<file path="src/rtl/rom_fetch_sequencer_pkg.sv">
// Shared definitions for the ROM fetch sequencer: opcodes, field layout, FSM encoding.
package rom_fetch_sequencer_pkg;

    localparam int unsigned OpcodeW = 4;

    localparam logic [OpcodeW-1:0] OpNop        = 4'h0;
    localparam logic [OpcodeW-1:0] OpBle        = 4'h1;
    localparam logic [OpcodeW-1:0] OpAdd        = 4'h2;
    localparam logic [OpcodeW-1:0] OpSto        = 4'h3;
    localparam logic [OpcodeW-1:0] OpDisplayVga = 4'h4;
    localparam logic [OpcodeW-1:0] OpLed        = 4'h5;

    typedef enum logic [1:0] {
        StFetch = 2'd0,
        StIssue = 2'd1,
        StDelay = 2'd2
    } state_e;

    function automatic logic is_nop(input logic [OpcodeW-1:0] opcode);
        return opcode == OpNop;
    endfunction

endpackage

</file>
<file path="src/rtl/rom_fetch_delay_counter.sv">
// NOP stall counter: loads N, counts down to zero, flags the last stall cycle.
// Only present when ROM_FETCH_NOP_DELAY_EN is defined.
`ifdef ROM_FETCH_NOP_DELAY_EN
module rom_fetch_delay_counter #(
    parameter int unsigned DELAY_W = 24
) (
    input  logic               i_clk,
    input  logic               i_rst,
    input  logic               i_load,
    input  logic [DELAY_W-1:0] i_value,
    output logic               o_done
);

    logic [DELAY_W-1:0] r_count;

    always_ff @(posedge i_clk or posedge i_rst) begin
        if (i_rst) begin
            r_count <= '0;
        end else if (i_load) begin
            r_count <= i_value;
        end else if (r_count != '0) begin
            r_count <= r_count - DELAY_W'(1);
        end
    end

    // Done on the final stall cycle so the FSM leaves DELAY after exactly N cycles.
    assign o_done = (r_count == DELAY_W'(1));

endmodule
`endif

</file>
<file path="src/rtl/rom_fetch_sequencer.sv">
// Program sequencer: PC, ROM fetch, valid/ready issue to decode, branch redirect.
// ROM_FETCH_NOP_DELAY_EN enables timed NOP stalls (DELAY state, oDelayActive).
module rom_fetch_sequencer
    import rom_fetch_sequencer_pkg::*;
#(
    parameter int unsigned ADDR_W   = 16,
    parameter int unsigned INSN_W   = 28,
    parameter int unsigned TARGET_W = 8,
    parameter int unsigned DELAY_W  = 24,
    parameter int unsigned RESET_PC = 0
) (
    input  logic                Clock,
    input  logic                Reset,
    output logic [ADDR_W-1:0]   oAddress,
    input  logic [INSN_W-1:0]   iInstruction,
    output logic [INSN_W-1:0]   oInstruction,
    output logic                oValid,
    input  logic                iReady,
    input  logic                iBranchTaken,
    input  logic [TARGET_W-1:0] iBranchTarget,
    input  logic                iHalt,
    output logic                oDelayActive
);

    state_e              r_state;
    logic [ADDR_W-1:0]   r_pc;
    logic [INSN_W-1:0]   r_insn;
    logic                r_valid;
    logic                w_accept;
    logic [ADDR_W-1:0]   w_next_pc;

    assign w_accept  = (r_state == StIssue) && iReady;
    assign w_next_pc = iBranchTaken ? {{(ADDR_W-TARGET_W){1'b0}}, iBranchTarget}
                                    : r_pc + ADDR_W'(1);

`ifdef ROM_FETCH_NOP_DELAY_EN
    logic               r_delay_active;
    logic [DELAY_W-1:0] w_imm;
    logic               w_stall;
    logic               w_delay_done;

    assign w_imm   = r_insn[DELAY_W-1:0];
    assign w_stall = is_nop(r_insn[INSN_W-1 -: OpcodeW]) && (w_imm != '0);

    rom_fetch_delay_counter #(
        .DELAY_W (DELAY_W)
    ) u_delay_counter (
        .i_clk   (Clock),
        .i_rst   (Reset),
        .i_load  (w_accept && w_stall),
        .i_value (w_imm),
        .o_done  (w_delay_done)
    );

    assign oDelayActive = r_delay_active;
`else
    assign oDelayActive = 1'b0;
`endif

    always_ff @(posedge Clock or posedge Reset) begin
        if (Reset) begin
            r_state <= StFetch;
            r_pc    <= ADDR_W'(RESET_PC);
            r_insn  <= '0;
            r_valid <= 1'b0;
`ifdef ROM_FETCH_NOP_DELAY_EN
            r_delay_active <= 1'b0;
`endif
        end else begin
            case (r_state)
                StFetch: begin
                    if (!iHalt) begin
                        r_insn  <= iInstruction;
                        r_valid <= 1'b1;
                        r_state <= StIssue;
                    end
                end
                StIssue: begin
                    if (w_accept) begin
                        r_valid <= 1'b0;
                        r_pc    <= w_next_pc;
`ifdef ROM_FETCH_NOP_DELAY_EN
                        if (w_stall) begin
                            r_state        <= StDelay;
                            r_delay_active <= 1'b1;
                        end else begin
                            r_state <= StFetch;
                        end
`else
                        r_state <= StFetch;
`endif
                    end
                end
                StDelay: begin
`ifdef ROM_FETCH_NOP_DELAY_EN
                    if (w_delay_done) begin
                        r_state        <= StFetch;
                        r_delay_active <= 1'b0;
                    end
`else
                    r_state <= StFetch;
`endif
                end
                default: r_state <= StFetch;
            endcase
        end
    end

    assign oAddress     = r_pc;
    assign oInstruction = r_insn;
    assign oValid       = r_valid;

endmodule

</file>
<file path="config.mk">
export PLATFORM = sky130hd
export DESIGN_NAME = rom_fetch_sequencer
export DESIGN_NICKNAME = d
export VERILOG_FILES = /design/src/rtl/rom_fetch_sequencer_pkg.sv /design/src/rtl/rom_fetch_delay_counter.sv /design/src/rtl/rom_fetch_sequencer.sv
export SDC_FILE = /design/constraint.sdc
export NUM_CORES = 1
export LEC_CHECK = 0
export ABC_AREA = 1
export CAP_MARGIN = 20
export CORE_ASPECT_RATIO = 1.2
export CORE_MARGIN = 8
export CORE_UTILIZATION = 38
export CTS_CLUSTER_DIAMETER = 60
export DETAILED_ROUTE_END_ITERATION = 7
export GPL_TIMING_DRIVEN = 0
export PLACE_DENSITY = 0.79
export SYNTH_ARGS = -nofsm -noshare
export SYNTH_HDL_FRONTEND = slang
export SYNTH_SLANG_ARGS = --single-unit
export TNS_END_PERCENT = 30
</file>
<file path="constraint.sdc">
create_clock -name Clock -period 1.45 [get_ports Clock]
set_input_delay 0.3625 -clock Clock [delete_from_list [all_inputs] [get_ports Clock]]
set_output_delay 0.3625 -clock Clock [all_outputs]
set_load 0.03 [all_outputs]
</file>
# Word-level counts from Yosys, hierarchy flattened
# Cells that the tools add are included.
# op_classes
eq_ne	3
n_lt_le_gt_ge	0
n_bitwise	1
n_reduce_logical	7
n_mul	0
n_shift	0
muxes	7
div_mod_pow	0
n_addsub	1
# op_table
op	count
16-bit by 1-bit adder with 16-bit output, second input constant	1
16-bit two-way mux	1
2-bit AND reduction	3
2-bit two-way mux	2
2-bit inequality test, second input constant	2
2-bit case mux with 2 select lines	1
3-bit AND reduction	1
2-bit by 1-bit equality test with 1-bit output, second input constant	1
2-bit zero test	1
1-bit two-way mux	2
1-bit case mux with 2 select lines	1
2-bit nonzero test	1
1-bit logical AND	1
1-bit inverter	1
# totals
memories	0
out_inout_bits	46
latchBits	0
inputBits	41
romBits	0
ff_bits	47
ram_bits	0

# Longest topological paths before layout
# Gate-level depths: netlist of the first run.
# logic_depth
depth_word	4
ltp_mapped	8
ltp_nobuf	8

# Worst setup path before layout of the first run
# Ideal clock, no wire load.
# synth_path
kind	register to register
startpoint	reg r_pc[1] (netlist: oAddress[1])
endpoint	reg r_pc[10] (netlist: oAddress[10])
path_stages_with_launch	7
setup_time_ns	0.077
setup_slack_ns	-0.035
period_less_slack_ns	1.485
arrival_ns	1.408
n_path_buf	0
cell_sequence	dfrtp_1 ha_1 nand2_1 nor2_4 nand3_2 or2_0 a21oi_1
# synth_between
elab_chain_cells	2
# synth_rtl
element	line	rtl
from (decl)	rom_fetch_sequencer.sv:26	logic [ADDR_W-1:0] r_pc;
from (signal assigned)	rom_fetch_sequencer.sv:63	r_pc <= ADDR_W'(RESET_PC);
from (signal assigned)	rom_fetch_sequencer.sv:81	r_pc <= w_next_pc;
16-bit by 1-bit adder with 16-bit output	rom_fetch_sequencer.sv:34	: r_pc + ADDR_W'(1);
16-bit two-way mux	rom_fetch_sequencer.sv:33	assign w_next_pc = iBranchTaken ? {{(ADDR_W-TARGET_W){1'b0}}, iBranchTarget}
# Every way passes these cells.
# A chain may end at the register's enable or synchronous reset.

# Final worst setup path of the first run
# Same ends and word-level chain as after synthesis.

==> results of run 1 <==
per-stage QoR:
step	utilization	setup TNS [ns]	std cells	total power, mW
after global placement	0.570	-10.47	413	3.42
after global routing	0.593	-0.0139	425	4.61
final	0.593	0	425	4.35
after detailed placement	0.570	-11.40	413	3.46
after floorplan	-	-0.0291	266	2.66
after CTS	0.589	-0.0531	421	4.31
cell families after synthesis:
family                     synth area share
AOI/OAI and AO/OA                    0.0678
buffers and inverters                0.0624
and+or+nand+nor                       0.322
adders and majority gates           0.00600
DFF                                   0.540
other                               0.00180
sequential cells by signal, summed over array words and instances, names as in the netlist:
name / count
oAddress: 16
oInstruction: 28
oValid: 1
worst max-delay path, delay by kind of cell (launching register included):
kind | cells | cell delay [ns]
flip-flops | 1 | 0.44
AO/OA/AOI/OAI | 1 | 0.16
AND/OR/NAND/NOR | 4 | 0.56
adder cells (fa/ha/maj) | 1 | 0.17
routing by layer:
metal	global-route usage	vias up
met5	0	-
met4	0.0626	0
met3	0.0780	10
met2	0.230	79
met1	0.152	924
li1	-	1020
final cells by class:
class                           instances  area, um^2  area share
Clock inverter                          2        37.5      0.0119
Antenna cell                            1        2.50    0.000796
Buffer                                  8        43.8      0.0139
Clock buffer                            6        82.6      0.0263
Tap cell                               62        77.6      0.0247
Inverter                               23        90.1      0.0287
Sequential cell                        45        1130       0.360
Multi-Input combinational cell        190         880       0.280
Timing Repair Buffer                   88         796       0.253
cells in the final DEF (no fill, tap or decap):
cell	netlist	routed
a211oi_1	1	1
a21o_1	1	1
a21oi_1	8	8
buf_12	0	1
buf_2	5	8
buf_4	2	4
bufinv_16	0	1
clkbuf_1	1	1
clkbuf_2	0	16
clkbuf_8	0	6
clkdlybuf4s15_1	0	10
clkdlybuf4s15_2	0	9
clkdlybuf4s18_2	0	1
clkdlybuf4s50_1	0	38
clkinvlp_4	0	2
conb_1	1	1
dfrtp_1	45	40
dfrtp_2	0	5
diode_2	0	1
dlygate4sd2_1	0	7
dlymetal6s2s_1	0	1
ha_4	0	1
inv_1	22	21
inv_2	1	1
nand2_1	111	109
nand2_2	2	2
nand2_4	0	2
nand3_1	7	7
nand3_4	0	1
nand4_1	7	7
nor2_1	25	21
nor2_2	1	4
nor2_4	2	3
nor3_1	5	5
o211ai_1	1	1
o21a_1	1	1
o21ai_0	13	12
o21ai_1	0	1
o22ai_1	1	1
or2_0	1	1
report_power, final:
group | leakage [nW] | total [mW] | internal (mW) | switching [mW]
registers | 0.555 | 1.73 | 1.51 | 0.222
clock network | 0.0574 | 0.987 | 0.561 | 0.427
logic | 0.953 | 1.63 | 0.578 | 1.06
repair_timing:
action                                  CTS  global route
setup buffers                             0             2
resized for setup                        78            61
hold buffers                              0             0
pin swaps                                 0             5
endpoints found under the hold margin     0             0
endpoints found under the setup margin   48            45
path summary, 6_finish.rpt:
path                                    end  slack [ns]  cells past startpoint
min reg2reg                oInstruction[25]        0.47                      2
max                            oAddress[10]        0.03                      6
min in group Clock                   oValid        0.43                      2
max in group asynchronous       oAddress[0]        0.72                      3
max reg2reg                    oAddress[10]        0.03                      6
min                         oInstruction[4]        0.30                      2
==> results.cfg, run 1 <==
[outcome]
status = completed

[worst_setup_path]
worstSetupStartpointType = flop
crit_chain = ha_4 > nand2_4 > nor2_4 > nand3_4 > or2_0 > a21oi_1
crit_fanout = 5
timing.rr.start = oAddress[1]
critPathLaunch = oAddress[1]
slowest_stage = dfrtp_2
cp-end-kind = flop
cp.arrival_ns = 1.63
cp_slowest_stage_delay_ns = 0.44
crit_type = flop to flop
worstPathRequired_ns = 1.66

[floorplan]
initial_core_util = 0.394
die_y_um = 97.2
fp-row-count = 29
ios = 87
die_x_um = 83.6
coreArea_um2 = 5300
die_area_um2 = 8130

[yosys]
synth.area.top_cells = dfrtp_1 54%, nand2_1 20%, nor2_1 4.5%, inv_1 4.0%, o21ai_0 3.1%
ys_async_sr_fraction = 1.00
synthCells = 266
synth_top_cell_area_share = 0.540
yosys_warnings = 0
synth.most_common_cell = nand2_1
synth_common_cells = 111 x nand2_1, 45 x dfrtp_1, 25 x nor2_1
synth_edf_count = 0
yosysSeqAreaShare = 0.540
syn_nets = 308
yosysTopAreaCell = dfrtp_1
synth_area_per_cell_um2 = 7.84
ys_types = 25
synthesis.area_um2 = 2090
ys_seq_elements = 45
ys.flop_type = dfrtp_1

[place]
placed_cell_area_um2 = 3020
globalplace.congestion = 0.847
portBuffers = 85
dpl.hpwl_mm = 4.37
pre_cts_ws_ns = -0.387

[routing]
wl_met1_mm = 2.37
wirelength_mm = 5.84
num_vias = 2033
top_layer = met4
dr.pass1.iters = 5
ant_nets = 0
via_per_inst = 4.78
drt_iter0_drc = 66
wl_met3_um = 645
routedWlPerCell_um = 13.8
drc = 0
wl_met2_mm = 2.73

[cells_and_area]
nNetsFinal = 403
area_growth_pct = 50.6
fillers = 469
drive_above_1_share = 0.185
stdcell_area_um2 = 3140

[global_routing]
overflow = 0
grt_max_degree = 46
grt_first_pass_wirelength_mm = 9.86
antenna_found_initial = 1
grt_pass1_vias = 2134
grt.total_usage = 0.144

[cts]
clock_latency_ns = 0.29
clk_pin_slew_ns = 0.09
cts_tree = done
cts_made_buffers = 5
numClockSinks = 45
htreeDepth = 2
root_buffer = clkbuf_8
cts_buffer_depth = 2

[timing]
whs_ns = 0.296
finalMaxSlewViolations = 0
fin_ws_ns = 0.0286
worst_clock_skew_ns = 0.00512
timing.final.crit_share = 0.980
setup_viol = 0
fmax_mhz = 704
hold_viol_final = 0
fin_crit_ns = 1.42
rsz0062_at_grt = true

[power_and_ir_drop]
leakage_nw = 1.57
p_per_area_nw_per_um2 = 1390
ir_drop_uv = 783

[job]
drv_cap = 0

[worst_hold_path]
hp-class = primary input to asynchronous set/reset pin
Note: power is estimated with default switching activity, not from simulation.
==> run 2, diff against run 1 <==
==> constraint.sdc (replaced) <==
create_clock -name Clock -period 1.45 [get_ports Clock]
set_input_delay 0.145 -clock Clock [delete_from_list [all_inputs] [get_ports Clock]]
set_output_delay 0.145 -clock Clock [all_outputs]
set_load 0.03 [all_outputs]
==> run 2 against run 1 <==
Compared with the run above:
- sequential cell count unchanged
- via count down 0.84%
- sequential power about the same
- non-clock buffer count down 1
- global-route usage down 0.30 points
- clock-buffer cell count unchanged
- worst setup slack worse by 0.012 ns
- critical path type unchanged
- critical endpoint unchanged
==> results.cfg, run 2 (same netlist as run 1, synthesis figures left out) <==
[cts]
htreeDepth = 2
cts_tree = done
hold_buffers = 0
clock_latency_ns = 0.29
cts_made_buffers = 5
numClockSinks = 45
root_buffer = clkbuf_8
clk_pin_slew_ns = 0.09
cts_buffer_depth = 2

[cells_and_area]
area_growth_pct = 49.8
fillers = 488
drive_above_1_share = 0.0914
layout_common_cells = 110 x nand2_1, 45 x dlygate4sd2_1, 42 x dfrtp_1
num_antenna_cells = 0
stdcell_area_um2 = 3120
final_common_cell = nand2_1
largest_reg_flops = 28
final_util = 0.590
final-instance-count-excl-fill = 423
nNetsFinal = 402

[routing]
num_vias = 2016
drc = 0
routedWlPerCell_um = 13.7
wirelength_mm = 5.78
via_per_inst = 4.77
ant_nets = 0
dr.pass1.iters = 4
drt_iter0_drc = 122

[place]
globalplace.congestion = 0.828
dpl.hpwl_mm = 4.52
place_inst = 414
portBuffers = 85
placed_cell_area_um2 = 3040

[worst_setup_path]
cp-end-kind = flop
critPathLaunch = oAddress[1]
rr_endpoint = oAddress[10]
r2r_cells = 6
timing.rr.start = oAddress[1]
worstSetupStartpointType = flop
crit_fanout = 5
worstPathRequired_ns = 1.66
r2r_setup_slack_ns = 0.02
cp.arrival_ns = 1.64
crit_type = flop to flop

[floorplan]
coreArea_um2 = 5300
ios = 87
die_x_um = 83.6
initial_core_util = 0.394
die_area_um2 = 8130
fp-row-count = 29
die_y_um = 97.2

[timing]
slew_headroom = 0.645
worst_clock_skew_ns = 0.00827
rsz0062_at_grt = true
worstMarginPinSlew_ns = 0.531
finalMaxSlewViolations = 0
setup-tns-final_ns = 0
setup_viol = 0
fmax_mhz = 698
timing.final.crit_share = 0.989
fin_crit_ns = 1.43
hold_viol_final = 0

[power_and_ir_drop]
ir_drop_uv = 800
leakage_nw = 1.61
p_per_area_nw_per_um2 = 1300

[job]
drv_cap = 0

[global_routing]
grt_max_degree = 24
grt_pass1_vias = 2139
grt.total_usage = 0.141
met1_usage = 0.143
use_met3 = 0.0705
grt_most_used_layer = met2
antenna_found_initial = 0
overflow = 0
grt_use_met2 = 0.239
grt_first_pass_wirelength_mm = 9.73

[worst_hold_path]
hp-class = primary input to asynchronous set/reset pin

[outcome]
status = completed
[run 2: cell type report]
cell class	count	area [um^2]	area share
buffer	8	43.8	0.0140
clock buffer	6	72.6	0.0232
clock inverter	2	15.0	0.00481
inverter	23	86.3	0.0276
multi-input combinational	190	870	0.278
sequential	45	1130	0.362
tap	62	77.6	0.0248
timing repair buffer	87	830	0.266
[run 2: worst max-delay path by stage]
stage,end,slack [ns]
after floorplan,oAddress[10],0.08
after global placement,oAddress[1],-0.86
after detailed placement,oAddress[3],-0.16
after CTS,oAddress[10],0.01
after global routing,oAddress[10],-0.03
final,oAddress[10],0.02
[run 2: power breakdown]
part / internal, mW / switching [mW] / leakage (nW) / total, mW
combinational: 0.551 / 1.04 / 1.02 / 1.59
sequential: 1.51 / 0.207 / 0.557 / 1.71
clock: 0.340 / 0.433 / 0.0374 / 0.773
[run 2: through the flow]
step | power, mW | hold slack (ns) | setup WS (ns)
after floorplan | 2.66 | 0.253 | 0.0753
after global placement | 3.42 | 0.453 | -0.856
after detailed placement | 3.46 | 0.458 | -0.161
after CTS | 4.06 | 0.219 | 0.0109
after global routing | 4.34 | 0.245 | -0.0348
final | 4.08 | 0.210 | 0.0166
[run 2: worst max-delay path, stage by stage (launching register included)]
cell	delay [ns]
dfrtp_2	0.44
ha_4	0.17
nand2_4	0.06
nor2_4	0.16
nand3_2	0.12
or2_0	0.23
a21oi_1	0.17
[run 2: metal layers]
layer | routed length [um] | up-vias
li1 | - | 1019
met1 | 2200 | 913
met2 | 2850 | 73
met3 | 614 | 11
met4 | 109 | 0
met5 | 0 | -
[run 2: what timing repair did]
action / CTS / global route
endpoints found under the hold margin: 0 / 0
setup buffers: 0 / 1
pin swaps: 0 / 6
gates cloned: 0 / 0
setup endpoints to repair: 45 / 8
resized for setup: 45 / 11
